$ cat config.mk
export PLATFORM = sky130hd
export DESIGN_NAME = alu_operand_loader
export DESIGN_NICKNAME = d
export VERILOG_FILES = /design/src/rtl/alu_pkg.sv /design/src/rtl/btn_conditioner.sv /design/src/rtl/alu_operand_loader.sv
export SDC_FILE = /design/constraint.sdc
export NUM_CORES = 1
export LEC_CHECK = 0
export CORE_MARGIN = 1
export CORE_UTILIZATION = 35
export CTS_BUF_LIST = sky130_fd_sc_hd__clkbuf_16
export DETAILED_ROUTE_END_ITERATION = 10
export GPL_TIMING_DRIVEN = 0
export PLACE_DENSITY = 0.71
export SYNTH_ARGS = -nofsm -noshare
export SYNTH_HDL_FRONTEND = slang
export SYNTH_SLANG_ARGS = --single-unit
$ cat constraint.sdc
create_clock -name clk -period 0.95 [get_ports clk]
set_input_delay 0.19 -clock clk [delete_from_list [all_inputs] [get_ports clk]]
set_output_delay 0.19 -clock clk [all_outputs]
set_load 0.02 [all_outputs]
$ cat src/rtl/alu_pkg.sv
// Shared definitions for the board-level ALU: loader FSM states, default widths
// and the opcode values the ALU datapath decodes.
package alu_pkg;

    localparam int N_BITS_DEFAULT = 8;
    localparam int N_OP_DEFAULT   = 6;

    typedef enum logic [1:0] {
        WAIT_A  = 2'd0,
        WAIT_B  = 2'd1,
        WAIT_OP = 2'd2,
        ST_RSVD = 2'd3
    } load_state_e;

    localparam logic [5:0] OP_AND = 6'd0;
    localparam logic [5:0] OP_OR  = 6'd1;
    localparam logic [5:0] OP_ADD = 6'd2;
    localparam logic [5:0] OP_SUB = 6'd3;
    localparam logic [5:0] OP_XOR = 6'd4;
    localparam logic [5:0] OP_NOT = 6'd5;

endpackage

$ cat src/rtl/btn_conditioner.sv
// Raw push button -> 2-flop synchroniser -> optional debounce -> registered
// rising-edge pulse. Debounce is compiled in with ALU_OPLOAD_DEBOUNCE_EN.
module btn_conditioner
    import alu_pkg::*;
#(
    parameter int DEBOUNCE_CYCLES = 16
) (
    input  logic clk,
    input  logic reset,
    input  logic i_btn,
    output logic o_press
);

    logic r_sync1;
    logic r_sync2;
    logic r_prev;
    logic r_press;
    logic w_level;

    if (DEBOUNCE_CYCLES < 1) begin : g_cfg_check
        $error("btn_conditioner: DEBOUNCE_CYCLES must be at least 1");
    end

    // Two-flop synchroniser for the asynchronous button
    always_ff @(posedge clk) begin
        if (reset) begin
            r_sync1 <= 1'b0;
            r_sync2 <= 1'b0;
        end else begin
            r_sync1 <= i_btn;
            r_sync2 <= r_sync1;
        end
    end

`ifdef ALU_OPLOAD_DEBOUNCE_EN
    localparam int CNT_W = $clog2(DEBOUNCE_CYCLES + 1);
    localparam logic [CNT_W-1:0] CNT_LAST = CNT_W'(DEBOUNCE_CYCLES - 1);

    logic [CNT_W-1:0] r_cnt;
    logic             r_level;

    // Accept a new level only after it has differed for DEBOUNCE_CYCLES cycles
    always_ff @(posedge clk) begin
        if (reset) begin
            r_cnt   <= '0;
            r_level <= 1'b0;
        end else if (r_sync2 != r_level) begin
            if (r_cnt == CNT_LAST) begin
                r_level <= r_sync2;
                r_cnt   <= '0;
            end else begin
                r_cnt   <= r_cnt + CNT_W'(1);
            end
        end else begin
            r_cnt <= '0;
        end
    end

    assign w_level = r_level;
`else
    assign w_level = r_sync2;
`endif

    // Registered rising-edge detector: one pulse per accepted 0->1 transition
    always_ff @(posedge clk) begin
        if (reset) begin
            r_prev  <= 1'b0;
            r_press <= 1'b0;
        end else begin
            r_prev  <= w_level;
            r_press <= w_level & ~r_prev;
        end
    end

    assign o_press = r_press;

endmodule

$ cat src/rtl/alu_operand_loader.sv
// ALU input stage: conditions three load buttons, enforces the A -> B -> opcode
// load order and strobes o_valid on a complete set. Debounce: ALU_OPLOAD_DEBOUNCE_EN.
module alu_operand_loader
    import alu_pkg::*;
#(
    parameter int N_BITS          = N_BITS_DEFAULT,
    parameter int N_OP            = N_OP_DEFAULT,
    parameter int DEBOUNCE_CYCLES = 16
) (
    input  logic              clk,
    input  logic              reset,
    input  logic [N_BITS-1:0] i_sw,
    input  logic              i_btn_a,
    input  logic              i_btn_b,
    input  logic              i_btn_op,
    output logic [N_BITS-1:0] o_a,
    output logic [N_BITS-1:0] o_b,
    output logic [N_OP-1:0]   o_op,
    output logic              o_valid,
    output logic [1:0]        o_state
);

    logic [N_BITS-1:0] r_sw1;
    logic [N_BITS-1:0] r_sw2;
    logic [N_BITS-1:0] r_a;
    logic [N_BITS-1:0] r_b;
    logic [N_OP-1:0]   r_op;
    logic              r_valid;
    load_state_e       r_state;
    load_state_e       w_state_nxt;
    logic              w_press_a;
    logic              w_press_b;
    logic              w_press_op;
    logic              w_load_a;
    logic              w_load_b;
    logic              w_load_op;

    btn_conditioner #(.DEBOUNCE_CYCLES(DEBOUNCE_CYCLES)) u_btn_a (
        .clk(clk), .reset(reset), .i_btn(i_btn_a), .o_press(w_press_a)
    );
    btn_conditioner #(.DEBOUNCE_CYCLES(DEBOUNCE_CYCLES)) u_btn_b (
        .clk(clk), .reset(reset), .i_btn(i_btn_b), .o_press(w_press_b)
    );
    btn_conditioner #(.DEBOUNCE_CYCLES(DEBOUNCE_CYCLES)) u_btn_op (
        .clk(clk), .reset(reset), .i_btn(i_btn_op), .o_press(w_press_op)
    );

    // Switch bank synchroniser; loads always take the second stage
    always_ff @(posedge clk) begin
        if (reset) begin
            r_sw1 <= '0;
            r_sw2 <= '0;
        end else begin
            r_sw1 <= i_sw;
            r_sw2 <= r_sw1;
        end
    end

    // Only the press matching the current state advances; others are dropped
    always_comb begin
        w_state_nxt = r_state;
        w_load_a    = 1'b0;
        w_load_b    = 1'b0;
        w_load_op   = 1'b0;
        case (r_state)
            WAIT_A: begin
                if (w_press_a) begin
                    w_load_a    = 1'b1;
                    w_state_nxt = WAIT_B;
                end else begin
                    w_state_nxt = WAIT_A;
                end
            end
            WAIT_B: begin
                if (w_press_b) begin
                    w_load_b    = 1'b1;
                    w_state_nxt = WAIT_OP;
                end else begin
                    w_state_nxt = WAIT_B;
                end
            end
            WAIT_OP: begin
                if (w_press_op) begin
                    w_load_op   = 1'b1;
                    w_state_nxt = WAIT_A;
                end else begin
                    w_state_nxt = WAIT_OP;
                end
            end
            ST_RSVD: w_state_nxt = WAIT_A;
            default: w_state_nxt = WAIT_A;
        endcase
    end

    // FSM state register
    always_ff @(posedge clk) begin
        if (reset) begin
            r_state <= WAIT_A;
        end else begin
            r_state <= w_state_nxt;
        end
    end

    // Operand/opcode registers hold until reloaded; valid is a single-cycle strobe
    always_ff @(posedge clk) begin
        if (reset) begin
            r_a     <= '0;
            r_b     <= '0;
            r_op    <= '0;
            r_valid <= 1'b0;
        end else begin
            if (w_load_a) begin
                r_a <= r_sw2;
            end
            if (w_load_b) begin
                r_b <= r_sw2;
            end
            if (w_load_op) begin
                r_op <= r_sw2[N_OP-1:0];
            end
            r_valid <= w_load_op;
        end
    end

    assign o_a     = r_a;
    assign o_b     = r_b;
    assign o_op    = r_op;
    assign o_valid = r_valid;
    assign o_state = r_state;

endmodule

# Yosys cells after proc, flatten, opt, wreduce, memory -nomap -nowiden
# Index checks and enable logic that the tools add are counted.
# W data, S select, Z words.
dict set report totals {
  output_inout_bits 25
  in_bits 13
  elab_cells 39
  regBits 53
}
dict set report op_classes {
  n_eq_ne 3
  mux 10
  n_reduce_logical 1
  bitwise_logic 6
}
# cell n
set ops {}
lappend ops {{$pmux W2 S4} 1}
lappend ops {{$mux W1} 7}
lappend ops {{$eq A2 B2 Y1 const B} 2}
lappend ops {{$mux W2} 2}
lappend ops {{$and A1 B1 Y1} 3}
lappend ops {{$not A1 Y1} 3}
lappend ops {{$eq A2 B1 Y1 const B} 1}
lappend ops {{$logic_not A2 Y1} 1}

# Longest topological paths before layout
dict set report logic_depth {
  depth_word 2
  depth_mapped 4
}

# Cells and area by module
# Synthesis repeated with hierarchy kept, for this count alone.
dict set report hier_totals {
  hier_cells 150
  area_unflattened_um2 1773.0
}
# module cells_each instances seq_area_each_um2 area_each_um2
set by_module_without_submodules {}
lappend by_module_without_submodules {alu_operand_loader 126 1 820.8 1438.9}
lappend by_module_without_submodules {btn_conditioner 8 3 80.1 111.4}

# Worst setup path after synthesis
# OpenSTA, ideal clock, no wires.
dict set report synth_timing {
  path_kind {reg2reg}
  start {register r_state[0], in the netlist o_state[0]}
  end {register r_a[0], in the netlist o_a[0]}
  path_stages_with_launch 4
  t_arrival_ns 0.964
  period_less_slack_ns 1.036
  required_time_ns 0.878
  setup_slack_ns -0.086
  cell_sequence {dfxtp_1 > nor3b_1 > buf_4 > mux2i_1}
}
dict set report synth_via {
  elab_chain_len 2
}
# element line_no
set synth_lines {}
lappend synth_lines {{start, declared} alu_operand_loader.sv:29} ;# load_state_e r_state;
lappend synth_lines {{start signal, assigned} alu_operand_loader.sv:100} ;# r_state <= w_state_nxt;
lappend synth_lines {{$logic_not A2 Y1} alu_operand_loader.sv:65} ;# case (r_state)
lappend synth_lines {{$mux W1} alu_operand_loader.sv:65}
lappend synth_lines {{end signal, assigned} alu_operand_loader.sv:113} ;# r_a <= r_sw2;
lappend synth_lines {{end, declared} alu_operand_loader.sv:25} ;# logic [N_BITS-1:0] r_a;
# No other way between the ends.
# A chain may end at the register's enable or synchronous reset.

# Final worst setup path
dict set report layout_timing {
  start {register r_state[1], in the netlist o_state[1]}
  end {register r_a[2], in the netlist o_a[2]}
}
# Same word-level chain as after synthesis.

==> impl_results.md <==
* Status: finished with violations
* Failing checks: negative setup slack
* Hold Path Depth at 2
* # rows at 25
* Worst R2R Path Depth at 3
* Clock transition at path regs at 60 ps
* CTS tree: done
* Peak Freq at 1.00 GHz
* Clk buf depth at 2
* Power per Cell Area at about 1700 nW/um2
* Worst R2R Setup Slack at -50 ps
* Fin Setup TNS at -391 ps
* Finished Core Util at 51.3%
* Sequential fraction of the synthesis area at 60.3%
* Clk network pwr share at 40.3%
* Peak VDD IR at 0.00115 V
* Final setup margin at -49.4 ps
* Worst slew pin tran at roughly 480 ps
* Place WS at -200 ps
* Period utilisation layout at 105%
* Arr. time, crit path at 1210 ps
* Diodes inserted at 0
* Worst path required time at 1160 ps
* Startpoint Class: flip-flop
* 1st-iter DRT viols at 28
* Drt drc at 0
* Vias after detailed routing at 1080
* Hold Crit Class: input port to flip-flop
* Post-DRT Antenna Nets at 0
* Critical Path Fanout Max at 8
* Unique masters post-synth at 14
* Final wirelength at 2.80 mm
* RePlAce Congestion at 0.651
* Area Overhead vs Synth at 39.6%
* Cells after Synth at roughly 150
* WHS at 207 ps
* Avg WL per Cell at roughly 10 um
* Grt ovf at 0
* WHS Endpoint: u_btn_b.r_prev
* Starting Density at 36.8%
* Drt first pass iters at 2
* Finished Layout Cells at 268
* Setup Crit Path Kind: flip-flop to flip-flop
* Nets at 213
* Max-slew violations at 0
* Slew margin rel. at 67.7%
* Num Clock Sinks at 53
* Die width at between 70 and 80 um
* Minimum clock period after layout at around 1000 ps
* Leak at 0.00106 uW
* Final Skew at between 3 and 4 ps
* Detailed Place HPWL at a little under 2 mm
* First-pass GRT wire length at 4.50 mm
* Leading area contributor after synthesis: dfxtp_1
* Sw Pwr at 790 uW
* Avg Vias per Cell at ~4.0
* Final count of negative-setup-slack endpoints at 11
* Yosys warning total at 0
* HP Start: reset
* RSZ-0062 raised after global routing: yes
* Max Cap Violations at 0
* H-tree level count at 2
* Synthesized area at between 1500 and 2000 um2
* Worst R2R End: o_a[2]
* I/O Buffers at 36
* Power share of the combinational group at 4.3%
* Syn_nets at 164
* Final hold vios at 0
* Syn_area_per_cell at 11.7 um2
* Die ar. at roughly 5300 um2
* Die height at 72.9 um
* Number of antenna violations at the first check in global routing at 0
* Tot GR Track Use at 11.6%
* Yosys reg bits at 53
* Dpl cells at between 200 and 300
* R2r startpoint: o_state[1]
* Clk_lat worst skew at 280 ps
* Yosys top cell area share at 60.3%
* Internal power at between 3000 and 4000 uW
* Filler Cell Count at 432
* I/O pin count at 38
* Reg power frac at roughly 55%
* Switch share at about a fifth
* Core box area at about 4800 um2
* Largest net degree at the start of global routing at 16
* Vias in the first global route at between 900 and 1000
* Area contributors post-synth: dfxtp_1 (60%), mux2i_1 (13%), nand2b_1 (11%)
* Root buffer cell: clkbuf_16
* CTS buffer count at 5
* Layout cells sized above 1 at 33.8%
* Crit. End Element: flip-flop
-- worst max-delay path, stage by stage (launching register included) --
cell and delay [ps]:
dfxtp_4 360, nor3b_2 200, buf_6 180, mux2i_1 190
-- per-stage QoR --
stage	total power, uW	area [um2]
2_1_floorplan	2440	1770
3_3_place_gp	2510	2220
3_5_place_dp	2520	2220
4_1_cts	4170	2350
5_1_grt	4310	2460
6_report	4130	2460
-- registers in the layout (all words and copies together) (netlist names), 2 cells and up --
register and cells:
r_sw1 8, o_state 2, o_a 8, o_b 8, o_op 6, r_sw2 8
-- cells by family after synthesis --
logic type             share of synthesized area (%)
AO/OA/AOI/OAI                                  0.711
buffers and inverters                           3.13
flip-flops                                      60.3
multiplexers                                    12.5
AND/OR/NAND/NOR                                 23.3
-- per-layer routing --
| layer | global-route usage (%) | up-vias | wire length (um) |
|---|---|---|---|
| li1 | - | 574 | - |
| met1 | 15.0 | 479 | 1330 |
| met2 | 17.7 | 25 | 1360 |
| met3 | 3.73 | 2 | 94 |
| met4 | 5.23 | 0 | 17 |
| met5 | 0 | - | 0 |
-- repair_timing --
action / 4_1_cts / 5_1_grt
hold buffers: 0 / 0
setup buffers: 0 / 6
cloned: 0 / 0
gates resized for setup: 148 / 22
pin swaps: 0 / 2
endpoints found under the setup margin: 38 / 41
-- worst max path at each step --
stage | startpoint | to | cells after the start
finish | o_state[1] | o_a[2] | 3
global route | o_state[1] | o_a[3] | 3
CTS | o_state[1] | o_a[3] | 3
detailed placement | o_state[0] | o_state[0] | 1
global placement | o_state[0] | o_state[0] | 1
floorplan | o_state[1] | o_a[0] | 3
-- Yosys cell counts --
library cell  instances
buf_2                 2
nand3b_1              2
a211oi_1              1
or3b_1                1
clkbuf_1              3
nand2b_1             32
buf_4                 3
mux2i_1              22
nor2_1                1
dfxtp_1              53
nor3b_1               1
a21oi_1               1
buf_6                 1
nor2b_1              28
-- power groups by stage --
stage / Combinational (uW) / Clock [uW] / Sequential (uW)
after floorplan: 102 / 0 / 2340
after global placement: 178 / 0 / 2330
after detailed placement: 180 / 0 / 2340
after CTS: 181 / 1710 / 2290
after global routing: 197 / 1820 / 2290
final: 179 / 1660 / 2290
-- cell type report --
type                            count  area, um2  area share (%)
Buffer                              9       66.3            2.70
Multi-Input combinational cell     89        652            26.5
Tap cell                           67       83.8            3.41
Clock inverter                      3       13.8           0.560
Clock buffer                        5        125            5.09
Timing Repair Buffer               42        422            17.2
Sequential cell                    53       1090            44.5
-- cell usage in the layout (no fill, tap or decap) --
master / count
a211oi_1: 1
a21oi_2: 1
buf_2: 2
buf_4: 10
buf_6: 25
clkbuf_1: 3
clkbuf_16: 5
clkdlybuf4s50_1: 11
clkinv_2: 2
dfxtp_1: 31
dfxtp_2: 20
dfxtp_4: 2
inv_1: 1
mux2i_1: 22
nand2b_1: 32
nand3b_1: 2
nor2_1: 1
nor2b_1: 28
nor3b_2: 1
or3b_1: 1
(Power assumes the default switching activity.)
